File: config.mk
export PLATFORM = sky130hd
export DESIGN_NAME = maple_rx_decoder_flat
export DESIGN_NICKNAME = d
export VERILOG_FILES = /design/src/rtl/maple_pkg.sv /design/src/rtl/maple_rx_decoder_if.sv /design/src/rtl/maple_edge_sync.sv /design/src/rtl/maple_rx_decoder.sv /design/src/flat_wrapper.sv
export SDC_FILE = /design/constraint.sdc
export NUM_CORES = 1
export LEC_CHECK = 0
export BUFFER_PORTS_ARGS = -buffer_cell sky130_fd_sc_hd__buf_2
export CAP_MARGIN = 25
export CELL_PAD_IN_SITES_DETAIL_PLACEMENT = 1
export CELL_PAD_IN_SITES_GLOBAL_PLACEMENT = 1
export CORE_MARGIN = 2
export CORE_UTILIZATION = 40
export DETAILED_ROUTE_END_ITERATION = 7
export GPL_TIMING_DRIVEN = 0
export PLACE_DENSITY = 0.77
export RECOVER_POWER = 100
export SLEW_MARGIN = 20
export SYNTH_ARGS = -nofsm -noshare
export SYNTH_HDL_FRONTEND = slang
export SYNTH_SLANG_ARGS = --single-unit
File: constraint.sdc
create_clock -name M_AXIS_ACLK -period 2.5 [get_ports M_AXIS_ACLK]
set_input_delay 0.125 -clock M_AXIS_ACLK [delete_from_list [all_inputs] [get_ports M_AXIS_ACLK]]
set_output_delay 0.125 -clock M_AXIS_ACLK [all_outputs]
set_load 0.02 [all_outputs]
File: src/rtl/maple_pkg.sv
// rtl/maple_pkg.sv - Maple Bus decoder state encoding and shared framing constants
package maple_pkg;

  typedef enum logic [2:0] {
    ST_IDLE,
    ST_START,
    ST_DATA,
    ST_END,
    ST_DROP
  } state_t;

  localparam int START_PULSES     = 4;
  localparam int END_PULSES       = 2;
  localparam int DROP_IDLE_CYCLES = 8;

endpackage

File: src/rtl/maple_rx_decoder_if.sv
// rtl/maple_rx_decoder_if.sv - byte stream carrying decoded Maple frames
interface maple_rx_decoder_if;

  logic [7:0] tdata;
  logic       tvalid;
  logic       tready;
  logic       tlast;
  logic       tstrb;
  logic       tkeep;

  modport master (output tdata, tvalid, tlast, tstrb, tkeep, input tready);
  modport slave  (input tdata, tvalid, tlast, tstrb, tkeep, output tready);

endinterface

File: src/rtl/maple_edge_sync.sv
// rtl/maple_edge_sync.sv - line synchronizer (idles high) plus registered edge detector
module maple_edge_sync
  import maple_pkg::*;
#(
  parameter int C_SYNC_STAGES = 2
) (
  input  logic clk,
  input  logic rst_n,
  input  logic line,
  output logic level,
  output logic fall,
  output logic rise
);

  logic [C_SYNC_STAGES-1:0] sync_q;
  logic                     prev_q;

  always_ff @(posedge clk or negedge rst_n) begin
    if (!rst_n) begin
      sync_q <= '1;
      prev_q <= 1'b1;
    end else begin
      sync_q <= {sync_q[C_SYNC_STAGES-2:0], line};
      prev_q <= sync_q[C_SYNC_STAGES-1];
    end
  end

  assign level = sync_q[C_SYNC_STAGES-1];
  assign fall  = prev_q & ~level;
  assign rise  = ~prev_q & level;

endmodule

File: src/rtl/maple_rx_decoder.sv
// rtl/maple_rx_decoder.sv - Maple Bus receive decoder emitting bytes on a stream port
module maple_rx_decoder
  import maple_pkg::*;
#(
  parameter int C_TIMEOUT_CYCLES = 1000,
  parameter int C_SYNC_STAGES    = 2
) (
  input  logic               M_AXIS_ACLK,
  input  logic               M_AXIS_ARESETN,
  input  logic               SDCKA,
  input  logic               SDCKB,
  input  logic               ENABLE,
  maple_rx_decoder_if.master m_axis,
  output logic               RECEIVING,
  output logic               FRAME_ERROR
);

  localparam int TW = $clog2(C_TIMEOUT_CYCLES + 1);

  state_t        state_q, state_d;
  logic          a_lvl, a_fall, a_rise, b_lvl, b_fall, b_rise, any_edge;
  logic [TW-1:0] idle_cnt_q;
  logic [2:0]    pulse_cnt_q;
  logic [2:0]    bit_cnt_q;
  logic [1:0]    a_run_q;
  logic          tent_q;
  logic [5:0]    shreg_q;
  logic [3:0]    hi_cnt_q;
  logic          timeout, proto_err, flush;
  logic          byte_done;
  logic [7:0]    byte_val;
  logic          tvalid_q, tlast_q;
  logic [7:0]    tdata_q;
  logic          pend_valid_q, pend_last_q;
  logic [7:0]    pend_data_q;
  logic          out_free, move, overflow, accept;
  logic          err_q;

  maple_edge_sync #(.C_SYNC_STAGES(C_SYNC_STAGES)) u_sync_a (
    .clk(M_AXIS_ACLK), .rst_n(M_AXIS_ARESETN), .line(SDCKA),
    .level(a_lvl), .fall(a_fall), .rise(a_rise)
  );

  maple_edge_sync #(.C_SYNC_STAGES(C_SYNC_STAGES)) u_sync_b (
    .clk(M_AXIS_ACLK), .rst_n(M_AXIS_ARESETN), .line(SDCKB),
    .level(b_lvl), .fall(b_fall), .rise(b_rise)
  );

  assign any_edge = a_fall | a_rise | b_fall | b_rise;
  assign timeout  = (state_q != ST_IDLE) && !any_edge &&
                    (idle_cnt_q == TW'(C_TIMEOUT_CYCLES - 1));

  // An SDCKA-sampled bit is only committed once the following SDCKB fall proves it was not the end pattern.
  assign byte_done = (state_q == ST_DATA) && !a_fall && b_fall &&
                     (a_run_q != 2'd0) && (bit_cnt_q == 3'd6);
  assign byte_val  = {shreg_q, tent_q, a_lvl};

  always_ff @(posedge M_AXIS_ACLK or negedge M_AXIS_ARESETN) begin
    if (!M_AXIS_ARESETN) state_q <= ST_IDLE;
    else                 state_q <= state_d;
  end

  always_comb begin
    state_d   = state_q;
    proto_err = 1'b0;
    flush     = 1'b0;
    if (timeout) begin
      state_d   = ST_IDLE;
      proto_err = 1'b1;
      flush     = 1'b1;
    end else begin
      case (state_q)
        ST_IDLE: begin
          if (ENABLE && b_lvl && a_fall) state_d = ST_START;
        end
        ST_START: begin
          if (a_rise) begin
            if (pulse_cnt_q == 3'(START_PULSES)) begin
              state_d = ST_DATA;
            end else begin
              state_d   = ST_DROP;
              proto_err = 1'b1;
              flush     = 1'b1;
            end
          end
        end
        ST_DATA: begin
          if (a_fall && (a_run_q == 2'(END_PULSES - 1))) begin
            flush = (bit_cnt_q != 3'd0);
            if (bit_cnt_q == 3'd0) begin
              state_d = ST_END;
            end else begin
              state_d   = ST_DROP;
              proto_err = 1'b1;
            end
          end else if (!a_fall && b_fall && (a_run_q == 2'd0)) begin
            state_d   = ST_DROP;
            proto_err = 1'b1;
            flush     = 1'b1;
          end
        end
        ST_END: begin
          if (a_fall || b_fall) begin
            state_d   = ST_DROP;
            proto_err = 1'b1;
            flush     = 1'b1;
          end else if (b_rise) begin
            state_d = ST_IDLE;
            flush   = 1'b1;
          end
        end
        ST_DROP: begin
          if (a_lvl && b_lvl && (hi_cnt_q == 4'(DROP_IDLE_CYCLES - 1))) state_d = ST_IDLE;
        end
        default: state_d = ST_IDLE;
      endcase
    end
  end

  always_comb begin
    RECEIVING = (state_q != ST_IDLE);
  end

  always_ff @(posedge M_AXIS_ACLK or negedge M_AXIS_ARESETN) begin
    if (!M_AXIS_ARESETN) begin
      idle_cnt_q  <= '0;
      pulse_cnt_q <= '0;
      bit_cnt_q   <= '0;
      a_run_q     <= '0;
      tent_q      <= 1'b0;
      shreg_q     <= '0;
      hi_cnt_q    <= '0;
    end else begin
      if (state_q == ST_IDLE || any_edge) idle_cnt_q <= '0;
      else                                idle_cnt_q <= idle_cnt_q + TW'(1);

      if (state_q != ST_START)                                 pulse_cnt_q <= '0;
      else if (b_fall && !a_lvl && (pulse_cnt_q != 3'd7))      pulse_cnt_q <= pulse_cnt_q + 3'd1;

      if (state_q != ST_DATA) begin
        a_run_q   <= '0;
        bit_cnt_q <= '0;
      end else if (a_fall) begin
        if (a_run_q == 2'(END_PULSES - 1)) begin
          a_run_q <= '0;
        end else begin
          a_run_q <= a_run_q + 2'd1;
          tent_q  <= b_lvl;
        end
      end else if (b_fall && (a_run_q != 2'd0)) begin
        shreg_q   <= {shreg_q[3:0], tent_q, a_lvl};
        bit_cnt_q <= bit_cnt_q + 3'd2;
        a_run_q   <= '0;
      end

      if (state_q == ST_DROP && a_lvl && b_lvl) hi_cnt_q <= hi_cnt_q + 4'd1;
      else                                      hi_cnt_q <= '0;
    end
  end

  // The pending byte is released only when displaced by a newer byte or marked last by frame end/abort.
  assign out_free = !tvalid_q || m_axis.tready;
  assign move     = pend_valid_q && (pend_last_q || byte_done) && out_free;
  assign overflow = byte_done && pend_valid_q && !out_free;
  assign accept   = byte_done && !overflow;

  always_ff @(posedge M_AXIS_ACLK or negedge M_AXIS_ARESETN) begin
    if (!M_AXIS_ARESETN) begin
      tvalid_q     <= 1'b0;
      tlast_q      <= 1'b0;
      tdata_q      <= '0;
      pend_valid_q <= 1'b0;
      pend_last_q  <= 1'b0;
      pend_data_q  <= '0;
      err_q        <= 1'b0;
    end else begin
      err_q <= proto_err | overflow;

      if (move) begin
        tvalid_q <= 1'b1;
        tdata_q  <= pend_data_q;
        tlast_q  <= pend_last_q;
      end else if (tvalid_q && m_axis.tready) begin
        tvalid_q <= 1'b0;
      end

      if (accept) begin
        pend_valid_q <= 1'b1;
        pend_data_q  <= byte_val;
        pend_last_q  <= 1'b0;
      end else if (move) begin
        pend_valid_q <= 1'b0;
        pend_last_q  <= 1'b0;
      end else if (flush && pend_valid_q) begin
        pend_last_q <= 1'b1;
      end
    end
  end

  assign m_axis.tvalid = tvalid_q;
  assign m_axis.tdata  = tdata_q;
  assign m_axis.tlast  = tlast_q;
  assign m_axis.tstrb  = tvalid_q;
  assign m_axis.tkeep  = tvalid_q;
  assign FRAME_ERROR   = err_q;

endmodule

File: src/flat_wrapper.sv
// flat-port wrapper written by rule: the top's interface ports become plain ports
module maple_rx_decoder_flat import maple_pkg::*;
#(
  parameter int C_TIMEOUT_CYCLES = 1000,
  parameter int C_SYNC_STAGES    = 2
)
  (M_AXIS_ACLK, M_AXIS_ARESETN, SDCKA, SDCKB, ENABLE, RECEIVING, FRAME_ERROR, m_axis_tdata, m_axis_tvalid, m_axis_tlast, m_axis_tstrb, m_axis_tkeep, m_axis_tready);
  maple_rx_decoder_if m_axis_i ();
  input  logic M_AXIS_ACLK;
  input  logic M_AXIS_ARESETN;
  input  logic SDCKA;
  input  logic SDCKB;
  input  logic ENABLE;
  output logic RECEIVING;
  output logic FRAME_ERROR;
  output wire logic [$bits(m_axis_i.tdata)-1:0] m_axis_tdata;
  output wire logic [$bits(m_axis_i.tvalid)-1:0] m_axis_tvalid;
  output wire logic [$bits(m_axis_i.tlast)-1:0] m_axis_tlast;
  output wire logic [$bits(m_axis_i.tstrb)-1:0] m_axis_tstrb;
  output wire logic [$bits(m_axis_i.tkeep)-1:0] m_axis_tkeep;
  input wire logic [$bits(m_axis_i.tready)-1:0] m_axis_tready;
  assign m_axis_tdata = m_axis_i.tdata;
  assign m_axis_tvalid = m_axis_i.tvalid;
  assign m_axis_tlast = m_axis_i.tlast;
  assign m_axis_tstrb = m_axis_i.tstrb;
  assign m_axis_tkeep = m_axis_i.tkeep;
  assign m_axis_i.tready = m_axis_tready;
  maple_rx_decoder #(.C_TIMEOUT_CYCLES(C_TIMEOUT_CYCLES), .C_SYNC_STAGES(C_SYNC_STAGES)) u_core (.M_AXIS_ACLK(M_AXIS_ACLK), .M_AXIS_ARESETN(M_AXIS_ARESETN), .SDCKA(SDCKA), .SDCKB(SDCKB), .ENABLE(ENABLE), .m_axis(m_axis_i), .RECEIVING(RECEIVING), .FRAME_ERROR(FRAME_ERROR));
endmodule
==> flow_summary.yaml, run 1 <==
sta:
  slew_headroom: 0.0580
  max_freq_mhz: 422
  slew_viol_final: 0
  worst_pin_slew_ns: 1.41
  grt_setup_unrepaired: "no"
  finalCritPeriodShare: 0.947
  min_period_ns: 2.37
  hold_violations: 0
  setup_violations: 0
  finClkSkew_ns: 0.00891
  setup_ws_ns: 0.132
floorplanning:
  die_h_um: 85.9
  die-area_mm2: 0.00738
  core_mm2: 0.00642
  ios: 20
  rows: 29
  start_util: 0.418
  die_x_um: 85.9
route:
  drcViolationCount: 0
  postRouteAntennaNets: 0
  wl_per_cell_um: 14.7
  avgViaCountPerCell: 5.20
  wl_mm: 5.16
  drt_first_iter_violations: 71
  first_pass_iters: 4
  num_vias: 1821
global_routing:
  overflow: 0
  grt.total_usage: 0.161
  grt_pass1_vias: 1905
  grt_max_degree: 59
  grt_pass1_wl_mm: 9.13
  antenna_found_initial: 0
cts:
  htreeDepth: 3
  clk_latency_ns: 0.34
  clk_path_buf_depth: 2
  path_clk_slew_ns: 0.07
  cts_buffers: 9
  cts-root-buf: "clkbuf_8"
  clkSinkCount: 58
  tritoncts: "built"
setup_path:
  worstPathRequired_ns: 2.72
  crit_path_cell_trace: "inv_1 > ha_2 > or4b_2 > a21oi_2 > a2bb2oi_2 > nand2_1 > mux2_2"
  path_buf_inv: 1
  max_stage_delay_ns: 0.67
  critPathLaunchType: "register"
  crit_fanout: 8
  critPathTopFamily: "simple AND/OR/NAND/NOR gates"
  crit_slowest_cell: "or4b_2"
  endpoint_kind: "register"
  arrival_ns: 2.59
  worstSetupPathType: "register to register"
synthesis:
  ys.flop_type: "dfrtp_1"
  synth_edf_count: 0
  synthTopCellsByArea: "dfrtp_1 (48%), mux2_2 (9.7%), dfstp_2 (5.9%)"
  synth_nets: 247
  ys_warn_count: 0
  synth_area_leader_cell: "dfrtp_1"
  synth-async-reset-ratio: 1.00
  syn_area_per_cell_um2: 11.6
  synth_cells: 231
  seq_area_frac_synth: 0.544
  synth_top_area_frac: 0.485
  syn-cell-area_mm2: 0.00268
  synth_cell_types: 44
  synth-seq-cells: 58
worst_hold_path:
  hp-class: "input pin to register"
cells_and_area:
  design_area_mm2: 0.00313
  layout_commonest_cell: "dfrtp_1"
  final_cell_mix: "dfrtp_1 (52), nor2_1 (26), mux2_2 (23)"
  area_growth_syn_to_layout_pct: 16.6
  nNetsFinal: 284
  diodes: 0
  layout-drive-gt1-share: 0.238
status:
  status: "finished clean"
placed_design:
  gp_congestion: 0.806
  portBuffers: 19
  pre_cts_ws_ns: -0.342
  hpwl_mm: 3.50
  postPlaceCellArea_mm2: 0.00289
power:
  ir_drop_uv: 579
  powerDensity_mw_per_mm2: 719
  leakagePower_nw: 1.42
job:
  cap_violations: 0
-- Yosys cell counts (3+ instances only) --
cell and count:
nand3_1 7, nand2b_1 3, dfrtp_1 52, and3_1 3, dfstp_2 6, nor2b_1 5
a21oi_1 9, or3_1 3, xnor2_1 7, inv_1 12, ha_1 10, nor3b_1 3
mux2_2 23, o22ai_1 3, o21ai_0 10, nand2_1 15, nor2_1 26, xor2_1 4
-- worst register-to-register path, cell delays in order (launching register included) --
cell and delay (ns):
dfstp_2 0.55, inv_1 0.07, ha_2 0.23, or4b_2 0.67, a21oi_2 0.18, a2bb2oi_2 0.17
nand2_1 0.09, mux2_2 0.28
-- path summary, 6_finish.rpt --
kind | from | endpoint | slack, ns | cells past startpoint
max | u_core.u_sync_a.sync_q[1] | u_core.state_q[0] | 0.13 | 7
min | m_axis_tready | u_core.m_axis.tkeep | 0.12 | 3
max reg2reg | u_core.u_sync_a.sync_q[1] | u_core.state_q[0] | 0.13 | 7
min reg2reg | u_core.u_sync_a.sync_q[0] | u_core.u_sync_a.sync_q[1] | 0.36 | 0
max in group asynchronous | M_AXIS_ARESETN | u_core.hi_cnt_q[0] | 0.99 | 2
min in group asynchronous | M_AXIS_ARESETN | u_core.FRAME_ERROR | 0.65 | 2
-- stage by stage --
| step | hold WS, ns | total power, mW | utilization | cells | TNS, ns |
|---|---|---|---|---|---|
| 6_report | 0.121 | 2.25 | 0.487 | 350 | 0 |
| 5_1_grt | 0.131 | 2.37 | 0.487 | 350 | 0 |
| 4_1_cts | 0.103 | 2.29 | 0.492 | 350 | 0 |
| 3_5_place_dp | 0.231 | 1.40 | 0.449 | 328 | -4.71 |
| 3_3_place_gp | 0.230 | 1.38 | 0.448 | 327 | -3.12 |
| 2_1_floorplan | -0.171 | 1.29 | - | 231 | 0 |
-- timing repair --
action	4_1_cts	5_1_grt
pin swaps	1	0
setup buffers	3	0
endpoints found under the setup margin	26	1
hold buffers	3	0
hold endpoints to repair	54	0
resized for setup	3	1
-- power by group --
group | switching [mW] | internal (mW)
Combinational | 0.203 | 0.126
Sequential | 0.0553 | 0.993
Clock | 0.385 | 0.488
Total | 0.643 | 1.61
-- routing by layer --
layer | wire, um | GRT usage | part of all wire | vias to the layer above
met5 | 0 | 0 | 0 | -
met4 | 68 | 0.0563 | 0.013 | 0
met3 | 199 | 0.0549 | 0.039 | 7
met2 | 2520 | 0.258 | 0.49 | 24
met1 | 2380 | 0.203 | 0.46 | 916
li1 | - | - | - | 874
-- layout make-up --
type                       count  area, um2
multi-input combinational    157       1170
inverter                      12       45.0
clock inverter                 6       65.1
buffer                         4       22.5
clock buffer                  10        138
sequential                    58       1460
tap                           77       96.3
timing repair buffer          26        134
fill                         711       3290
-- registers in the layout, indices dropped and copies added, names as in the netlist --
name	count
u_core.pulse_cnt_q	3
u_core.bit_cnt_q	2
u_core.m_axis.tkeep	1
u_core.FRAME_ERROR	1
u_core.pend_valid_q	1
u_core.hi_cnt_q	4
u_core.u_sync_b.prev_q	1
u_core.u_sync_a.prev_q	1
u_core.m_axis.tdata	8
u_core.u_sync_b.sync_q	2
u_core.u_sync_a.sync_q	2
u_core.idle_cnt_q	10
u_core.m_axis.tlast	1
u_core.tent_q	1
u_core.pend_data_q	8
u_core.a_run_q	2
u_core.state_q	3
u_core.pend_last_q	1
u_core.shreg_q	6
-- kinds of logic after synthesis --
logic type | share of synthesized area
compound gates | 0.0765
mux | 0.100
fa+ha+maj | 0.0466
buf+inv | 0.0280
xor+xnor | 0.0359
simple gates | 0.169
flops | 0.544
Power figures use the tool's default switching activity.
==> inputs of run 2 (changes only) <==
- clock period: 2.5 -> 2.1 ns (I/O delays scaled with it)
==> run 2 against run 1 <==
Compared with the run above: the flow now finishes with violations (setup timing); sequential power increased by 19%; maximum frequency increased by 8.6%; non-clock buffer count up 10; critical endpoint is now u_core.m_axis.tdata[6]; largest cell class unchanged.
==> flow_summary.yaml, run 2 (synthesis gave the netlist of run 1 again) <==
route:
  wl_per_cell_um: 15.5
  postRouteAntennaNets: 0
  first_pass_iters: 4
  wl_mm: 5.60
  avgViaCountPerCell: 5.16
  drcViolationCount: 0
  num_vias: 1856
  drt_first_iter_violations: 47
cts:
  cts_buffers: 9
  htreeDepth: 3
  clk_latency_ns: 0.35
  clk_path_buf_depth: 2
  path_clk_slew_ns: 0.07
  clkSinkCount: 58
  cts-root-buf: "clkbuf_8"
  tritoncts: "built"
sta:
  hold_violations: 0
  min_period_ns: 2.18
  grt_setup_unrepaired: "yes"
  worst_pin_slew_ns: 1.44
  max_freq_mhz: 459
  slew_viol_final: 0
  slew_headroom: 0.0406
  finalCritPeriodShare: 1.04
  finClkSkew_ns: 0.00527
  setup_violations: 22
  setup_ws_ns: -0.0793
global_routing:
  grt.total_usage: 0.163
  grt_pass1_vias: 1883
  antenna_found_initial: 0
  grt_pass1_wl_mm: 9.15
  overflow: 0
  grt_max_degree: 59
status:
  status: "complete, but fails checks"
  failed_checks: "setup timing"
floorplanning:
  die-area_mm2: 0.00738
  die_h_um: 85.9
  rows: 29
  ios: 20
  die_x_um: 85.9
  core_mm2: 0.00642
  start_util: 0.418
cells_and_area:
  fillCellCount: 697
  nNetsFinal: 294
  area_growth_syn_to_layout_pct: 23.7
  largest_register_ffs: 10
  final_cell_mix: "dfrtp_1 (52), nor2_1 (26), buf_4 (16)"
  layout_commonest_cell: "dfrtp_1"
  regMostFlops: "u_core.idle_cnt_q"
  diodes: 0
  layout-drive-gt1-share: 0.300
  sequential_cell_area_mm2: 0.00146
  multi_input_area_mm2: 0.00124
  fin_cells: 360
setup_path:
  worstPathRequired_ns: 2.33
  r2r-start: "u_core.u_sync_a.sync_q[1]"
  crit_path_start: "u_core.u_sync_a.sync_q[1]"
  worstSetupPathType: "register to register"
  endpoint_kind: "register"
  arrival_ns: 2.41
  critPathLaunchType: "register"
  crit_fanout: 8
power:
  p_switching_uw: 808
  clkPwrFrac: 0.407
  ir_drop_uv: 536
  power_mw: 2.89
  leakagePower_nw: 1.52
  sw_frac_of_total: 0.280
  powerDensity_mw_per_mm2: 870
  p_seq_frac: 0.433
  p_int_mw: 2.08
  power_frac_comb: 0.160
placed_design:
  pre_cts_ws_ns: -0.564
  hpwl_mm: 3.50
  dp.cells: 327
  gp_congestion: 0.821
  portBuffers: 19
worst_hold_path:
  hp-class: "input pin to register"
  hp-start: "m_axis_tready"
job:
  cap_violations: 0
-- run 2: changes by cell type in the layout (fill, tap and decap cells not counted), sizes merged --
cell    before  now
clkbuf      28   25
bufinv       1    2
inv         13   12
buf          9   22
-- run 2: path summary, 6_finish.rpt --
| path | end | slack [ns] | depth (start not counted) |
|---|---|---|---|
| max | u_core.m_axis.tdata[6] | -0.08 | 7 |
| min | u_core.m_axis.tkeep | 0.09 | 3 |
| max reg2reg | u_core.m_axis.tdata[6] | -0.08 | 7 |
| min reg2reg | u_core.u_sync_a.sync_q[1] | 0.36 | 0 |
| max in group asynchronous | u_core.idle_cnt_q[9] | 0.60 | 2 |
| min in group asynchronous | u_core.pend_valid_q | 0.64 | 2 |
-- run 2: power groups by stage --
stage                     registers [mW]  logic (mW)  clock network [mW]
final                               1.25       0.463                1.17
after global routing                1.26       0.505                1.24
after CTS                           1.25       0.446                1.21
after detailed placement            1.27       0.399                   0
after global placement              1.27       0.390                   0
after floorplan                     1.27       0.270                   0
-- run 2: worst max-delay path, cell delays in order (launching register included) --
cell and delay (ns):
dfstp_2 0.56, inv_4 0.04, ha_4 0.16, or3b_4 0.39, nor3_4 0.24, a21oi_4 0.11, nor2_8 0.24, mux2_4 0.33
-- run 2: layout make-up --
cell class / instances / area share
sequential: 58 / 0.440
timing repair buffer: 36 / 0.0645
clock buffer: 10 / 0.0415
multi-input combinational: 157 / 0.375
inverter: 12 / 0.0143
buffer: 4 / 0.00905
tap: 77 / 0.0290
clock inverter: 6 / 0.0271
-- run 2: per-stage QoR --
stage | instance area [um2] | TNS [ns] | hold WS [ns] | utilization
floorplan | 2710 | -2.59 | -0.191 | -
global placement | 2900 | -10.12 | 0.209 | 0.451
detailed placement | 2910 | -10.76 | 0.211 | 0.453
CTS | 3290 | -1.06 | 0.0863 | 0.512
global route | 3320 | -3.63 | 0.106 | 0.517
finish | 3320 | -1.13 | 0.0893 | 0.517
-- run 2: repair_timing --
action	CTS	global route
gates resized for setup	11	5
buffers inserted	10	4
endpoints found under the setup margin	30	27
hold buffers	3	0
hold endpoints to repair	54	0
pin swaps	2	6
-- run 2: layer usage --
metal	GRT usage	vias to the layer above	wire [um]
li1	-	900	-
met1	0.208	917	2580
met2	0.254	28	2730
met3	0.0491	11	179
met4	0.0765	0	108
met5	0	-	0
